### config.mk
export PLATFORM = sky130hd
export DESIGN_NAME = div_req_sched_flat
export DESIGN_NICKNAME = d
export VERILOG_FILES = /design/src/rtl/div_req_sched_if.sv /design/src/rtl/div_req_sched.sv /design/src/flat_wrapper.sv
export SDC_FILE = /design/constraint.sdc
export NUM_CORES = 1
export LEC_CHECK = 0
export ABC_CLOCK_PERIOD_IN_PS = 7500
export CORE_ASPECT_RATIO = 1.5
export CORE_MARGIN = 5
export CORE_UTILIZATION = 58
export CTS_CLUSTER_DIAMETER = 30
export DETAILED_ROUTE_END_ITERATION = 7
export GPL_TIMING_DRIVEN = 0
export PLACE_DENSITY = 0.86
export SKIP_CTS_REPAIR_TIMING = 1
export SLEW_MARGIN = 40
export SYNTH_ARGS = -nofsm -noshare
export SYNTH_HDL_FRONTEND = slang
export SYNTH_HIERARCHICAL = 1
export SYNTH_SLANG_ARGS = --single-unit
### constraint.sdc
create_clock -name clk -period 7.5 [get_ports clk]
set_clock_uncertainty 0.1 [all_clocks]
set_input_delay 1.125 -clock clk [delete_from_list [all_inputs] [get_ports clk]]
set_output_delay 1.125 -clock clk [all_outputs]
set_load 0.005 [all_outputs]
### src/rtl/div_req_sched_if.sv
// Request/issue/response bundle between the datapath, the divide scheduler and the radix-2 divider.
// The slave modport is the scheduler; the master modport is its environment.
interface div_req_sched_if #(
   parameter int TAG_W = 4
);
   logic             in_valid;
   logic             in_ready;
   logic             in_sign;
   logic [7:0]       in_dividend;
   logic [7:0]       in_divisor;
   logic [TAG_W-1:0] in_tag;

   logic             div_opn_valid;
   logic             div_sign;
   logic [7:0]       div_dividend;
   logic [7:0]       div_divisor;
   logic             div_res_valid;
   logic [15:0]      div_result;
   logic             div_res_ready;

   logic             out_valid;
   logic             out_ready;
   logic [7:0]       out_quotient;
   logic [7:0]       out_remainder;
   logic [TAG_W-1:0] out_tag;
   logic             out_dbz;
   logic             out_err;

   modport slave (
      input  in_valid, in_sign, in_dividend, in_divisor, in_tag,
      input  div_res_valid, div_result, out_ready,
      output in_ready, div_opn_valid, div_sign, div_dividend, div_divisor, div_res_ready,
      output out_valid, out_quotient, out_remainder, out_tag, out_dbz, out_err
   );

   modport master (
      output in_valid, in_sign, in_dividend, in_divisor, in_tag,
      output div_res_valid, div_result, out_ready,
      input  in_ready, div_opn_valid, div_sign, div_dividend, div_divisor, div_res_ready,
      input  out_valid, out_quotient, out_remainder, out_tag, out_dbz, out_err
   );
endinterface

### src/rtl/div_req_sched.sv
// Divide request scheduler: FIFO-buffered requests issued one at a time to the divider, 2 cycles push-to-issue.
// in_ready = !full (no pass-through); a response holds in HOLD until out_ready, stalling further issues.
module div_req_sched_fifo #(
   parameter int W     = 8,
   parameter int DEPTH = 4
) (
   input  logic         clk,
   input  logic         rst_n,
   input  logic         push_vld,
   input  logic [W-1:0] push_dat,
   input  logic         pop_vld,
   output logic [W-1:0] head_dat,
   output logic         full,
   output logic         empty
);
   localparam int AW = $clog2(DEPTH);
   localparam logic [AW:0] FULL_CNT = (AW+1)'(DEPTH);

   logic [W-1:0]  mem [DEPTH];
   logic [AW-1:0] wr_ptr;
   logic [AW-1:0] rd_ptr;
   logic [AW:0]   cnt;
   logic          do_push;
   logic          do_pop;

   assign full     = (cnt == FULL_CNT);
   assign empty    = (cnt == '0);
   assign do_push  = push_vld & ~full;
   assign do_pop   = pop_vld & ~empty;
   assign head_dat = mem[rd_ptr];

   always_ff @(posedge clk) begin
      if (do_push) mem[wr_ptr] <= push_dat;
   end

   always_ff @(posedge clk or negedge rst_n) begin
      if (!rst_n) begin
         wr_ptr <= '0;
         rd_ptr <= '0;
         cnt    <= '0;
      end else begin
         if (do_push) wr_ptr <= wr_ptr + AW'(1);
         if (do_pop)  rd_ptr <= rd_ptr + AW'(1);
         case ({do_push, do_pop})
            2'b10:   cnt <= cnt + (AW+1)'(1);
            2'b01:   cnt <= cnt - (AW+1)'(1);
            default: cnt <= cnt;
         endcase
      end
   end
endmodule

module div_req_sched #(
   parameter int DEPTH   = 4,
   parameter int TAG_W   = 4,
   parameter int TIMEOUT = 31
) (
   input  logic           clk,
   input  logic           rst_n,
   div_req_sched_if.slave io
);
   typedef struct packed {
      logic             sign;
      logic [7:0]       dividend;
      logic [7:0]       divisor;
      logic [TAG_W-1:0] tag;
   } req_t;

   typedef enum logic [1:0] {IDLE, WAIT, HOLD} state_t;

   localparam int RW = $bits(req_t);

   state_t           state, state_nxt;
   req_t             push_req, head;
   logic [RW-1:0]    head_raw;
   logic             fifo_full, fifo_empty;
   logic             pop, issue, ld_dbz, ld_res, ld_tmo, res_rdy;
   logic [5:0]       tmo_cnt, tmo_nxt;

   logic             opn_vld_q, sign_q, out_vld_q, dbz_q, err_q;
   logic [7:0]       dividend_q, divisor_q, quo_q, rem_q;
   logic [TAG_W-1:0] tag_q, out_tag_q;

   assign push_req = '{sign: io.in_sign, dividend: io.in_dividend,
                       divisor: io.in_divisor, tag: io.in_tag};
   assign head     = req_t'(head_raw);
   assign tmo_nxt  = tmo_cnt + 6'd1;

   div_req_sched_fifo #(.W(RW), .DEPTH(DEPTH)) u_fifo (
      .clk      (clk),
      .rst_n    (rst_n),
      .push_vld (io.in_valid),
      .push_dat (push_req),
      .pop_vld  (pop),
      .head_dat (head_raw),
      .full     (fifo_full),
      .empty    (fifo_empty)
   );

   always_comb begin
      state_nxt = state;
      pop       = 1'b0;
      issue     = 1'b0;
      ld_dbz    = 1'b0;
      ld_res    = 1'b0;
      ld_tmo    = 1'b0;
      res_rdy   = 1'b0;
      unique case (state)
         IDLE: begin
            if (!fifo_empty) begin
               pop = 1'b1;
               if (head.divisor == 8'd0) begin
                  ld_dbz    = 1'b1;
                  state_nxt = HOLD;
               end else begin
                  issue     = 1'b1;
                  state_nxt = WAIT;
               end
            end
         end
         WAIT: begin
            res_rdy = 1'b1;
            // A result landing on the last allowed cycle still wins over the abort.
            if (io.div_res_valid) begin
               ld_res    = 1'b1;
               state_nxt = HOLD;
            end else if (tmo_nxt == 6'(TIMEOUT)) begin
               ld_tmo    = 1'b1;
               state_nxt = HOLD;
            end
         end
         HOLD: begin
            if (out_vld_q && io.out_ready) state_nxt = IDLE;
         end
         default: state_nxt = IDLE;
      endcase
   end

   always_ff @(posedge clk or negedge rst_n) begin
      if (!rst_n) begin
         state      <= IDLE;
         tmo_cnt    <= '0;
         opn_vld_q  <= 1'b0;
         sign_q     <= 1'b0;
         dividend_q <= '0;
         divisor_q  <= '0;
         tag_q      <= '0;
         out_vld_q  <= 1'b0;
         quo_q      <= '0;
         rem_q      <= '0;
         out_tag_q  <= '0;
         dbz_q      <= 1'b0;
         err_q      <= 1'b0;
      end else begin
         state     <= state_nxt;
         opn_vld_q <= issue;
         // out_valid trails entry into HOLD by one cycle and drops on the handshake.
         out_vld_q <= (state == HOLD) & ~(out_vld_q & io.out_ready);
         if (issue) begin
            sign_q     <= head.sign;
            dividend_q <= head.dividend;
            divisor_q  <= head.divisor;
            tag_q      <= head.tag;
            tmo_cnt    <= '0;
         end else if (state == WAIT) begin
            tmo_cnt <= tmo_nxt;
         end
         if (ld_dbz) begin
            quo_q     <= 8'hFF;
            rem_q     <= head.dividend;
            out_tag_q <= head.tag;
            dbz_q     <= 1'b1;
            err_q     <= 1'b0;
         end
         if (ld_res) begin
            quo_q     <= io.div_result[7:0];
            rem_q     <= io.div_result[15:8];
            out_tag_q <= tag_q;
            dbz_q     <= 1'b0;
            err_q     <= 1'b0;
         end
         if (ld_tmo) begin
            quo_q     <= '0;
            rem_q     <= '0;
            out_tag_q <= tag_q;
            dbz_q     <= 1'b0;
            err_q     <= 1'b1;
         end
      end
   end

   assign io.in_ready      = ~fifo_full;
   assign io.div_opn_valid = opn_vld_q;
   assign io.div_sign      = sign_q;
   assign io.div_dividend  = dividend_q;
   assign io.div_divisor   = divisor_q;
   assign io.div_res_ready = res_rdy;
   assign io.out_valid     = out_vld_q;
   assign io.out_quotient  = quo_q;
   assign io.out_remainder = rem_q;
   assign io.out_tag       = out_tag_q;
   assign io.out_dbz       = dbz_q;
   assign io.out_err       = err_q;
endmodule

### src/flat_wrapper.sv
// flat-port wrapper written by rule: the top's interface ports become plain ports
module div_req_sched_flat 
#(
   parameter int DEPTH   = 4,
   parameter int TAG_W   = 4,
   parameter int TIMEOUT = 31
)
  (clk, rst_n, io_in_valid, io_in_sign, io_in_dividend, io_in_divisor, io_in_tag, io_div_res_valid, io_div_result, io_out_ready, io_in_ready, io_div_opn_valid, io_div_sign, io_div_dividend, io_div_divisor, io_div_res_ready, io_out_valid, io_out_quotient, io_out_remainder, io_out_tag, io_out_dbz, io_out_err);
  div_req_sched_if #(.TAG_W(TAG_W)) io_i ();
  input  logic clk;
  input  logic rst_n;
  input wire logic [$bits(io_i.in_valid)-1:0] io_in_valid;
  input wire logic [$bits(io_i.in_sign)-1:0] io_in_sign;
  input wire logic [$bits(io_i.in_dividend)-1:0] io_in_dividend;
  input wire logic [$bits(io_i.in_divisor)-1:0] io_in_divisor;
  input wire logic [$bits(io_i.in_tag)-1:0] io_in_tag;
  input wire logic [$bits(io_i.div_res_valid)-1:0] io_div_res_valid;
  input wire logic [$bits(io_i.div_result)-1:0] io_div_result;
  input wire logic [$bits(io_i.out_ready)-1:0] io_out_ready;
  output wire logic [$bits(io_i.in_ready)-1:0] io_in_ready;
  output wire logic [$bits(io_i.div_opn_valid)-1:0] io_div_opn_valid;
  output wire logic [$bits(io_i.div_sign)-1:0] io_div_sign;
  output wire logic [$bits(io_i.div_dividend)-1:0] io_div_dividend;
  output wire logic [$bits(io_i.div_divisor)-1:0] io_div_divisor;
  output wire logic [$bits(io_i.div_res_ready)-1:0] io_div_res_ready;
  output wire logic [$bits(io_i.out_valid)-1:0] io_out_valid;
  output wire logic [$bits(io_i.out_quotient)-1:0] io_out_quotient;
  output wire logic [$bits(io_i.out_remainder)-1:0] io_out_remainder;
  output wire logic [$bits(io_i.out_tag)-1:0] io_out_tag;
  output wire logic [$bits(io_i.out_dbz)-1:0] io_out_dbz;
  output wire logic [$bits(io_i.out_err)-1:0] io_out_err;
  assign io_i.in_valid = io_in_valid;
  assign io_i.in_sign = io_in_sign;
  assign io_i.in_dividend = io_in_dividend;
  assign io_i.in_divisor = io_in_divisor;
  assign io_i.in_tag = io_in_tag;
  assign io_i.div_res_valid = io_div_res_valid;
  assign io_i.div_result = io_div_result;
  assign io_i.out_ready = io_out_ready;
  assign io_in_ready = io_i.in_ready;
  assign io_div_opn_valid = io_i.div_opn_valid;
  assign io_div_sign = io_i.div_sign;
  assign io_div_dividend = io_i.div_dividend;
  assign io_div_divisor = io_i.div_divisor;
  assign io_div_res_ready = io_i.div_res_ready;
  assign io_out_valid = io_i.out_valid;
  assign io_out_quotient = io_i.out_quotient;
  assign io_out_remainder = io_i.out_remainder;
  assign io_out_tag = io_i.out_tag;
  assign io_out_dbz = io_i.out_dbz;
  assign io_out_err = io_i.out_err;
  div_req_sched #(.DEPTH(DEPTH), .TAG_W(TAG_W), .TIMEOUT(TIMEOUT)) u_core (.clk(clk), .rst_n(rst_n), .io(io_i));
endmodule
After elaboration in Yosys (flattened, before gate mapping)
Memory sizes are Yosys's and may differ from the RTL's.
Cells that the tools add are included.
- logic and storage cells: 86
- memory bits (writable): 84
- memories: 1
- bits of input ports: 42
- bits in registers: 60
- multiplexer cells: 40
- bitwise gates (word level): 7
- reductions and logical operators: 8
- $add $sub $neg: 5
- equality and inequality tests: 9
- memories (name ; words ; bits a word ; read ports ; clocked after memory_dff ; write ports ; line ; text):
    u_core.u_fifo.mem ; 4 ; 21 ; 1 ; 0 ; 1 ; div_req_sched.sv:19 ; logic [W-1:0] mem [DEPTH];
- operator list (operator ; number):
    two-way mux 8 bit ; 6
    two-way mux 1 bit ; 22
    two-way mux 4 bit ; 3
    two-way mux 6 bit ; 2
    two-way mux 2 bit ; 5
    logical NOT 8 bit ; 1
    adder 6 x 1 -> 6 bit (second input constant) ; 1
    equality test 6 x 5 -> 1 bit (second input constant) ; 1
    case mux 2 bit (3 select lines) ; 1
    case mux 3 bit (2 select lines) ; 1
    adder 2 x 1 -> 2 bit (second input constant) ; 2
    AND 1 bit ; 4
    equality test 2 x 1 -> 1 bit (second input constant) ; 2
    equality test 2 bit (second input constant) ; 2
    nonzero test 2 bit ; 2
    adder 3 x 1 -> 3 bit (second input constant) ; 1
    equality test 3 bit (second input constant) ; 1
    logical NOT 3 bit ; 1
    inequality test 3 x 2 -> 1 bit (second input constant) ; 1
    inverter 1 bit ; 3
    AND reduction 3 bit ; 1
    nonzero test 3 bit ; 1
    subtractor 3 x 1 -> 3 bit (second input constant) ; 1
    logical NOT 2 bit ; 1
    other kinds (3) ; 3

Longest topological paths before layout
Gate-level depths: netlist of run 1.
An unclocked memory read counts as a cell.
- word-level depth: 8
- depth in mapped cells: 9

By module
Netlist of run 1, hierarchy kept.
- by module, submodules not included (module ; cells each ; times used ; seq. area each (um2) ; area each (um2)):
    div_req_sched_fifo ; 147 ; 1 ; 2697.6 ; 3493.4
    div_req_sched ; 209 ; 1 ; 1326.3 ; 2388.5

Worst setup path after synthesis of run 1
No wires, ideal clock.
- kind: input to register
- start: input port io_in_valid
- end: register u_core.u_fifo.cnt[2]
- stages: 8
- buffers on the path: 0
- data required time: 7.321 ns
- setup slack: 5.007 ns
- data arrival time: 2.314 ns
- cell sequence: nor2b_2 inv_1 ha_1 inv_1 fa_1 xor2_1 nor2_1 xor2_1
- word-level cells in the longest chain between the ends: 3
- RTL lines (element ; line ; text):
    start, declared ; flat_wrapper.sv:12 ; input wire logic [$bits(io_i.in_valid)-1:0] io_in_valid;
    AND 1 bit * ; div_req_sched.sv:28 ; assign do_push = push_vld & ~full;
    equality test 2 x 1 -> 1 bit or equality test 2 bit (tied branches) ; div_req_sched.sv:44 ; case ({do_push, do_pop})
    case mux 3 bit (2 select lines) or nonzero test 2 bit (tied branches) ; n/a ;
    end signal, assigned ; div_req_sched.sv:45 ; 2'b10: cnt <= cnt + (AW+1)'(1);
    end signal, assigned ; div_req_sched.sv:46 ; 2'b01: cnt <= cnt - (AW+1)'(1);
    end signal, assigned ; div_req_sched.sv:47 ; default: cnt <= cnt;
    end, declared ; div_req_sched.sv:22 ; logic [AW:0] cnt;
Every way passes the cells marked *; elsewhere a longest branch is shown, timed or not.
A chain may end at the register's enable or synchronous reset.

Worst setup path in the final report of run 1
- start: register u_core.state[1]
- end: output port io_div_res_ready
- word-level cells in the longest chain between the ends: 2
- RTL lines (element ; line ; text):
    start, declared ; div_req_sched.sv:73 ; state_t state, state_nxt;
    start signal, assigned ; div_req_sched.sv:155 ; state <= state_nxt;
    equality test 2 x 1 -> 1 bit ; div_req_sched.sv:108 ; unique case (state)
    two-way mux 1 bit ; div_req_sched.sv:108 ;
    end, declared ; flat_wrapper.sv:25 ; output wire logic [$bits(io_i.div_res_ready)-1:0] io_div_res_ready;
No other way between the ends.

==> results.txt, run 1 <==
----------------------------------------------------
[Detailed routing]
  DRC viols ... 0
  Number of vias in the routed layout ... 3429
  DR iter-0 viols ... 160
  Number of routed nets with antenna violations ... 0
  Via density ... just under 6
  Routed wirelength normalized by instance count ... between 20 and 25 µm
  DRT Wirelength ... roughly 13 mm
  Number of detailed-route iterations in the first pass ... 4

[Finish]
  Filler cell count in the final layout ... just under 600
  Number of nets at the end of the flow ... 509
  Share of cells above drive strength 1 ... a little over a fifth
  Growth of design area from synthesis to finish ... 27.8%
  Ant. Diodes ... 0
  Top library cells by usage in the layout, fill and taps aside ... edfxtp_1, clkdlybuf4s50_1, dfrtp_1, nand2_1
  Post-route cell area ... roughly 7500 µm²
  Most common cell after layout, fill and taps aside ... edfxtp_1

[Setup path]
  CP arrival ... around 2400 ps
  CP Data Required Time ... 6270 ps
  Critical path capture point type ... primary output
  Peak per-stage delay on the critical path ... roughly 600 ps
  Largest fanout on the critical path ... 10
  Critical path type ... flip-flop to primary output
  Cell-by-cell listing of the critical path ... nand2b_1, buf_2, inv_2, buf_1, clkdlybuf4s50_1
  Startpoint class of the critical path ... flip-flop
  Cell with the biggest individual delay on the critical path ... clkdlybuf4s50_1

[Synthesis]
  Average cell area after synthesis ... roughly 17 µm²
  Count of distinct cell types in the synthesized netlist ... 52
  Number of flip-flops and latches in the synthesized netlist ... between 100 and 150
  Sequential share of the synthesized area ... 68.4%
  Post-synth net total ... 406
  Summed instance area of the synthesized netlist ... between 5000 and 6000 µm²
  Cell taking the most area after synthesis ... edfxtp_1
  Async set or reset register ratio after synthesis ... a little over two fifths
  Number of synthesized flops with an enable pin ... 84
  Yosys Warn Count ... 6
  Share of the synthesized area in the top cell type ... about 43%
  Largest cells by area after synthesis ... edfxtp_1, dfrtp_1, mux4_2
  Gate count after technology mapping ... roughly 360
  Primary flip-flop cell chosen by synthesis mapping ... edfxtp_1

[Placed design]
  Placer's final routability congestion estimate ... 0.780
  Area post-placement ... slightly below 7000 µm²
  Port Buf Inserts ... 83
  Post-detail-place hpwl ... ~8.0 mm

[Timing]
  Final-report max-slew violation count ... 0
  Final hold violation count ... 0
  Setup repair after global routing missed its margin ... no
  Post-layout min period ... about 3600 ps
  Final setup violation count ... 0
  Worst Max-Slew Pin Slew ... just over 600 ps
  Fmax ... about 280 MHz
  Worst max-slew margin expressed relative to the limit ... between 50% and 60%
  Crit share post-route ... around half
  Sum Neg Setup Slack ... 0 ps

[Die]
  Num rows ... 45
  I/O pins ... 85
  Initial cell density of the core ... a little under 60%
  Die Y ... approximately 130 µm
  Die Outline Area ... ~12000 µm²
  Die width ... 92.2 µm
  Core Footprint ... approximately 10000 µm²

[Run status]
  Result of the run ... finished, final reports clean

[Clock tree]
  Clock latency on the worst-skew pair ... a little over 400 ps
  CTS H-tree lvls ... 4
  Clock-pin slew of the registers on the worst-case setup and hold paths ... ~60 ps
  Root Buffer ... clkbuf_16
  Maximum clock path buffer count ... 2
  TritonCTS Sinks ... between 100 and 150
  Clock tree from TritonCTS ... built
  Number of buffers created by CTS ... 17

[Power]
  Power density over cell area ... roughly 430 nW/µm²
  Sequential group share of total power ... between 30% and 40%
  Net switching power figure ... about 950 µW
  Part of the total power dissipated in combinational logic ... 34.5%
  Cell-internal power ... 2300 µW
  Portion of total power attributed to the clock network ... 27.7%
  Switching power as a share of total power ... between 20% and 30%
  Peak VDD IR ... between 0.2 and 0.3 mV
  Leakage component of the power ... around 0.0028 µW

[Global route]
  Pin count of the biggest net entering global routing ... 34
  Total Routing Usage GR ... ~22%
  Antenna violations before repair ... 0
  Grt total ovfl ... 0
  Global-route wire length before repair ... a little over 20 mm
  Number of global-route vias before repair ... about 3800

[Run]
  Total of max-cap violations ... 0

[Worst hold path]
  Hold crit path type ... flip-flop to flip-flop

----------------------------------------------------
[kinds of logic (layout without fill, tap and decap cells)]
logic type	Yosys count	after routing	synth area share (%)
flip-flops	144	144	68.4
AND/OR/NAND/NOR	73	73	6.89
AO/OA/AOI/OAI	50	50	5.89
multiplexers	43	43	12.5
buffers and inverters	27	142	2.85
XOR/XNOR	11	11	1.64
adder cells (fa/ha/maj)	8	8	1.83
[area by class of cell]
class / count / area (µm²) / area share, %
Clock inverter: 10 / 184 / 2.45
Sequential cell: 144 / 4020 / 53.5
Buffer: 16 / 126 / 1.68
Inverter: 11 / 41.3 / 0.549
Tap cell: 117 / 146 / 1.95
Multi-Input combinational cell: 185 / 1700 / 22.6
Timing Repair Buffer: 84 / 848 / 11.3
Clock buffer: 21 / 450 / 5.99
[synthesized netlist by cell type, types with 2 or more instances]
cell type,count
o21ai_0,10
inv_1,10
nand3_1,9
ha_1,7
buf_2,6
xnor2_1,3
nor3_2,2
xor2_1,8
mux2_1,2
mux2_2,18
and2_1,12
buf_12,2
buf_6,3
nand2_1,24
a31oi_1,4
nor3_1,5
o221a_2,4
nand4_1,4
clkbuf_1,3
o221a_1,4
edfxtp_1,84
mux4_2,18
mux4_1,3
a21oi_1,18
dfrtp_1,60
nor2_1,6
nor4_2,2
[metrics by stage]
stage	setup slack [ps]	cells	utilization (%)	hold slack [ps]	power, µW
3_3_place_gp	3210	556	68.4	371	2290
5_1_grt	3750	588	75.0	422	3420
2_1_floorplan	5010	356	-	360	1890
3_5_place_dp	4290	557	68.7	392	2340
6_report	3860	588	75.0	401	3250
4_1_cts	3840	588	75.0	405	3280
[per-layer routing]
metal  up-vias  global-route usage, %  part of all wire (%)
met5         -                      0                     0
met4         0                   7.93                   1.7
met3        16                   6.38                   5.0
met2       107                   40.3                    56
met1      1749                   25.4                    37
li1       1557                      -                     -
[sequential cells by signal (all words and copies together) (netlist names)]
signal	count
u_core/u_fifo/mem	84
u_core/io.div_dividend	8
u_core/io.div_divisor	8
u_core/io.out_quotient	8
u_core/io.out_remainder	8
u_core/tmo_cnt	6
u_core/io.out_tag	4
u_core/tag_q	4
u_core/u_fifo/cnt	3
u_core/state	2
u_core/u_fifo/rd_ptr	2
u_core/u_fifo/wr_ptr	2
u_core/io.div_opn_valid	1
u_core/io.div_sign	1
u_core/io.out_dbz	1
u_core/io.out_err	1
u_core/io.out_valid	1
[power groups by stage]
stage / registers (µW) / logic (µW) / clock network [µW]
after floorplan: 1220 / 670 / 0
after global placement: 1220 / 1070 / 0
after detailed placement: 1230 / 1110 / 0
after CTS: 1230 / 1130 / 915
after global routing: 1250 / 1210 / 952
final: 1230 / 1120 / 901
[worst max-delay path: cells and delay by family (launching register included)]
| kind | cells | cell delay (ps) |
|---|---|---|
| and+or+nand+nor | 1 | 160 |
| DFF | 1 | 430 |
| buffers and inverters | 4 | 1400 |
[final timing paths]
kind,depth (start not counted),slack [ps],to,from
worst max-delay path,5,3860,io_div_res_ready,u_core/state[1]$_DFFE_PN0P_
worst min-delay path,1,400,u_core/io.div_dividend[6]$_DFFE_PN0P_,u_core/io.div_dividend[6]$_DFFE_PN0P_
worst max register to register,8,4570,u_core/io.out_quotient[6]$_DFFE_PN0P_,u_core/u_fifo/rd_ptr[0]$_DFFE_PN0P_
worst min register to register,1,400,u_core/io.div_dividend[6]$_DFFE_PN0P_,u_core/io.div_dividend[6]$_DFFE_PN0P_
max in group asynchronous,2,6240,u_core/io.out_quotient[4]$_DFFE_PN0P_,rst_n
min in group asynchronous,1,550,u_core/io.div_sign$_DFFE_PN0P_,rst_n
Power figures use the tool's default switching activity.
==> inputs of run 2 (changes only) <==
--- a/config.mk
+++ b/config.mk
@@ -5,14 +5,14 @@
 export SDC_FILE = /design/constraint.sdc
 export NUM_CORES = 1
 export LEC_CHECK = 0
-export ABC_CLOCK_PERIOD_IN_PS = 7500
+export ABC_CLOCK_PERIOD_IN_PS = 2900
 export CORE_ASPECT_RATIO = 1.5
 export CORE_MARGIN = 5
-export CORE_UTILIZATION = 58
+export CORE_UTILIZATION = 49
 export CTS_CLUSTER_DIAMETER = 30
 export DETAILED_ROUTE_END_ITERATION = 7
 export GPL_TIMING_DRIVEN = 0
-export PLACE_DENSITY = 0.86
+export PLACE_DENSITY = 0.78
 export SKIP_CTS_REPAIR_TIMING = 1
 export SLEW_MARGIN = 40
 export SYNTH_ARGS = -nofsm -noshare
==> constraint.sdc (replaced) <==
create_clock -name clk -period 2.9 [get_ports clk]
set_clock_uncertainty 0.1 [all_clocks]
set_input_delay 0.435 -clock clk [delete_from_list [all_inputs] [get_ports clk]]
set_output_delay 0.435 -clock clk [all_outputs]
set_load 0.005 [all_outputs]
==> run 2 against run 1 <==
Effect of this change: global-route usage decreased by 4.1 points; combinational power increased to 2.5 times the previous value; sequential power increased to 2.6 times the previous value; die area increased by 17%; total power increased to 2.5 times the previous value; flip-flop and latch count unchanged; worst setup slack got worse by 3800 ps.
==> results.txt, run 2 (synthesized netlist as in run 1, its figures left out) <==
----------------------------------------------------
[Setup path]
  Critical path type ... flip-flop to flip-flop
  CP Data Required Time ... 3150 ps
  Critical path capture point type ... flip-flop
  Startpoint class of the critical path ... flip-flop
  Cell with the biggest individual delay on the critical path ... mux4_2
  CP arrival ... 3040 ps
  Largest fanout on the critical path ... 10
  Peak per-stage delay on the critical path ... approximately 550 ps
  Cell-by-cell listing of the critical path ... buf_6, buf_12, mux4_2, nor4_2, nand3_1, o21ai_2, o221a_2

[Detailed routing]
  DR iter-0 viols ... slightly below 200
  DRC viols ... 0
  DRT Wirelength ... 12.2 mm
  Routed wirelength normalized by instance count ... roughly 20 µm
  Via density ... about 5.5
  Number of detailed-route iterations in the first pass ... 4
  Number of vias in the routed layout ... about 3500
  Number of routed nets with antenna violations ... 0

[Power]
  Peak VDD IR ... 0.537 mV
  Power density over cell area ... between 1000 and 1500 nW/µm²
  Leakage component of the power ... 0.00283 µW

[Die]
  Initial cell density of the core ... between 40% and 50%
  Num rows ... 49
  Core Footprint ... between 10000 and 15000 µm²
  Die Outline Area ... ~14000 µm²
  I/O pins ... 85
  Die Y ... between 100 and 150 µm
  Die width ... 99.5 µm

[Timing]
  Crit path setup slack, layout ... 113 ps
  Crit share post-route ... 96.1%
  Setup repair after global routing missed its margin ... yes
  Worst max-slew margin expressed relative to the limit ... approximately three fifths
  Fmax ... around 360 MHz
  Worst Max-Slew Pin Slew ... roughly 620 ps
  Post-layout min period ... ~2800 ps
  Final setup violation count ... 0
  Final-report max-slew violation count ... 0
  Final hold violation count ... 0

[Finish]
  Non-filler instance count after layout ... 626
  Top library cells by usage in the layout, fill and taps aside ... edfxtp_1, clkdlybuf4s50_1, dfrtp_1, nand2_1
  Share of cells above drive strength 1 ... roughly 22%
  Ant. Diodes ... 0
  Filler cell count in the final layout ... between 800 and 900
  Most common cell after layout, fill and taps aside ... edfxtp_1
  Number of nets at the end of the flow ... between 500 and 600
  Growth of design area from synthesis to finish ... 28.1%
  Biggest register ... u_core/u_fifo/mem
  Max FFs per register ... 84

[Global route]
  Pin count of the biggest net entering global routing ... 37
  Antenna violations before repair ... 0
  Total Routing Usage GR ... 18.3%
  Grt total ovfl ... 0
  Number of global-route vias before repair ... ~3700
  Global-route wire length before repair ... just under 20 mm

[Placed design]
  Placement-stage worst setup slack ... approximately 20 ps
  Post-detail-place hpwl ... approximately 8.3 mm
  Placer's final routability congestion estimate ... ~0.79
  Port Buf Inserts ... 83
  DP Cell Count ... around 600

[Clock tree]
  TritonCTS Sinks ... 144
  CTS H-tree lvls ... 4
  Root Buffer ... clkbuf_16
  Maximum clock path buffer count ... 2
  Number of buffers created by CTS ... 17
  Clock-pin slew of the registers on the worst-case setup and hold paths ... around 60 ps
  Clock latency on the worst-skew pair ... roughly 410 ps
  Clock tree from TritonCTS ... built

[Run status]
  Result of the run ... finished, final reports clean

[Worst hold path]
  Hold crit path type ... primary input to async pin

[Run]
  Total of max-cap violations ... 0

----------------------------------------------------
run 2: changes by cell type in the layout (fill, tap and decap cells not counted):
cell / before / now
bufinv_16: 5 / 3
clkinvlp_4: 1 / 4
clkbuf_1: 6 / 2
buf_1: 1 / 0
clkbuf_8: 1 / 0
dlygate4sd3_1: 0 / 1
clkinv_2: 1 / 3
clkinv_4: 1 / 2
clkinv_1: 1 / 2
clkbuf_2: 0 / 2
run 2: per-stage QoR:
step | cell area, µm² | utilization [%] | TNS (ps) | total power (µW) | hold slack (ps)
2_1_floorplan | 5880 | - | 0 | 4880 | 39.4
3_3_place_gp | 6900 | 58.0 | -43100 | 5960 | 372
3_5_place_dp | 6930 | 58.2 | 0 | 6090 | 284
4_1_cts | 7520 | 63.2 | -84.6 | 8290 | -164
5_1_grt | 7530 | 63.3 | -4.02 | 8630 | 403
6_report | 7530 | 63.3 | 0 | 8200 | 384
run 2: path summary, 6_finish.rpt:
kind | start | end | slack, ps | cells past startpoint
worst max register to register | u_core/u_fifo/rd_ptr[0]$_DFFE_PN0P_ | u_core/io.out_remainder[2]$_DFFE_PN0P_ | 110 | 7
max in group asynchronous | rst_n | u_core/io.div_divisor[4]$_DFFE_PN0P_ | 1790 | 3
worst min register to register | u_core/io.div_dividend[6]$_DFFE_PN0P_ | u_core/io.div_dividend[6]$_DFFE_PN0P_ | 390 | 1
worst max-delay path | u_core/u_fifo/rd_ptr[0]$_DFFE_PN0P_ | u_core/io.out_remainder[2]$_DFFE_PN0P_ | 110 | 7
min in group clk | u_core/io.div_dividend[6]$_DFFE_PN0P_ | u_core/io.div_dividend[6]$_DFFE_PN0P_ | 390 | 1
worst min-delay path | rst_n | u_core/io.div_dividend[3]$_DFFE_PN0P_ | 380 | 2
run 2: report_power, final:
group	switching, µW	internal (µW)
Combinational	1290	1570
Sequential	331	2850
Clock	822	1340
run 2: layout make-up:
class | count | area [µm²] | area share, %
Buffer | 16 | 129 | 1.71
Clock buffer | 17 | 425 | 5.65
Clock inverter | 15 | 169 | 2.24
Inverter | 11 | 41.3 | 0.548
Multi-Input combinational cell | 185 | 1700 | 22.5
Sequential cell | 144 | 4020 | 53.4
Tap cell | 153 | 191 | 2.54
Timing Repair Buffer | 85 | 858 | 11.4
run 2: critical path: cells and delay by family (launching register included):
kind | cells | cell delay (ps)
AND/OR/NAND/NOR | 2 | 880
AO/OA/AOI/OAI | 2 | 560
multiplexers | 1 | 550
flip-flops | 1 | 340
buffers and inverters | 2 | 300
run 2: layer usage:
metal / wire length (µm) / vias up / GRT usage, %
li1: - / 1573 / -
met2: 6850 / 113 / 32.8
met3: 642 / 12 / 4.39
met5: 0 / - / 0
met1: 4530 / 1755 / 20.9
met4: 184 / 0 / 7.63
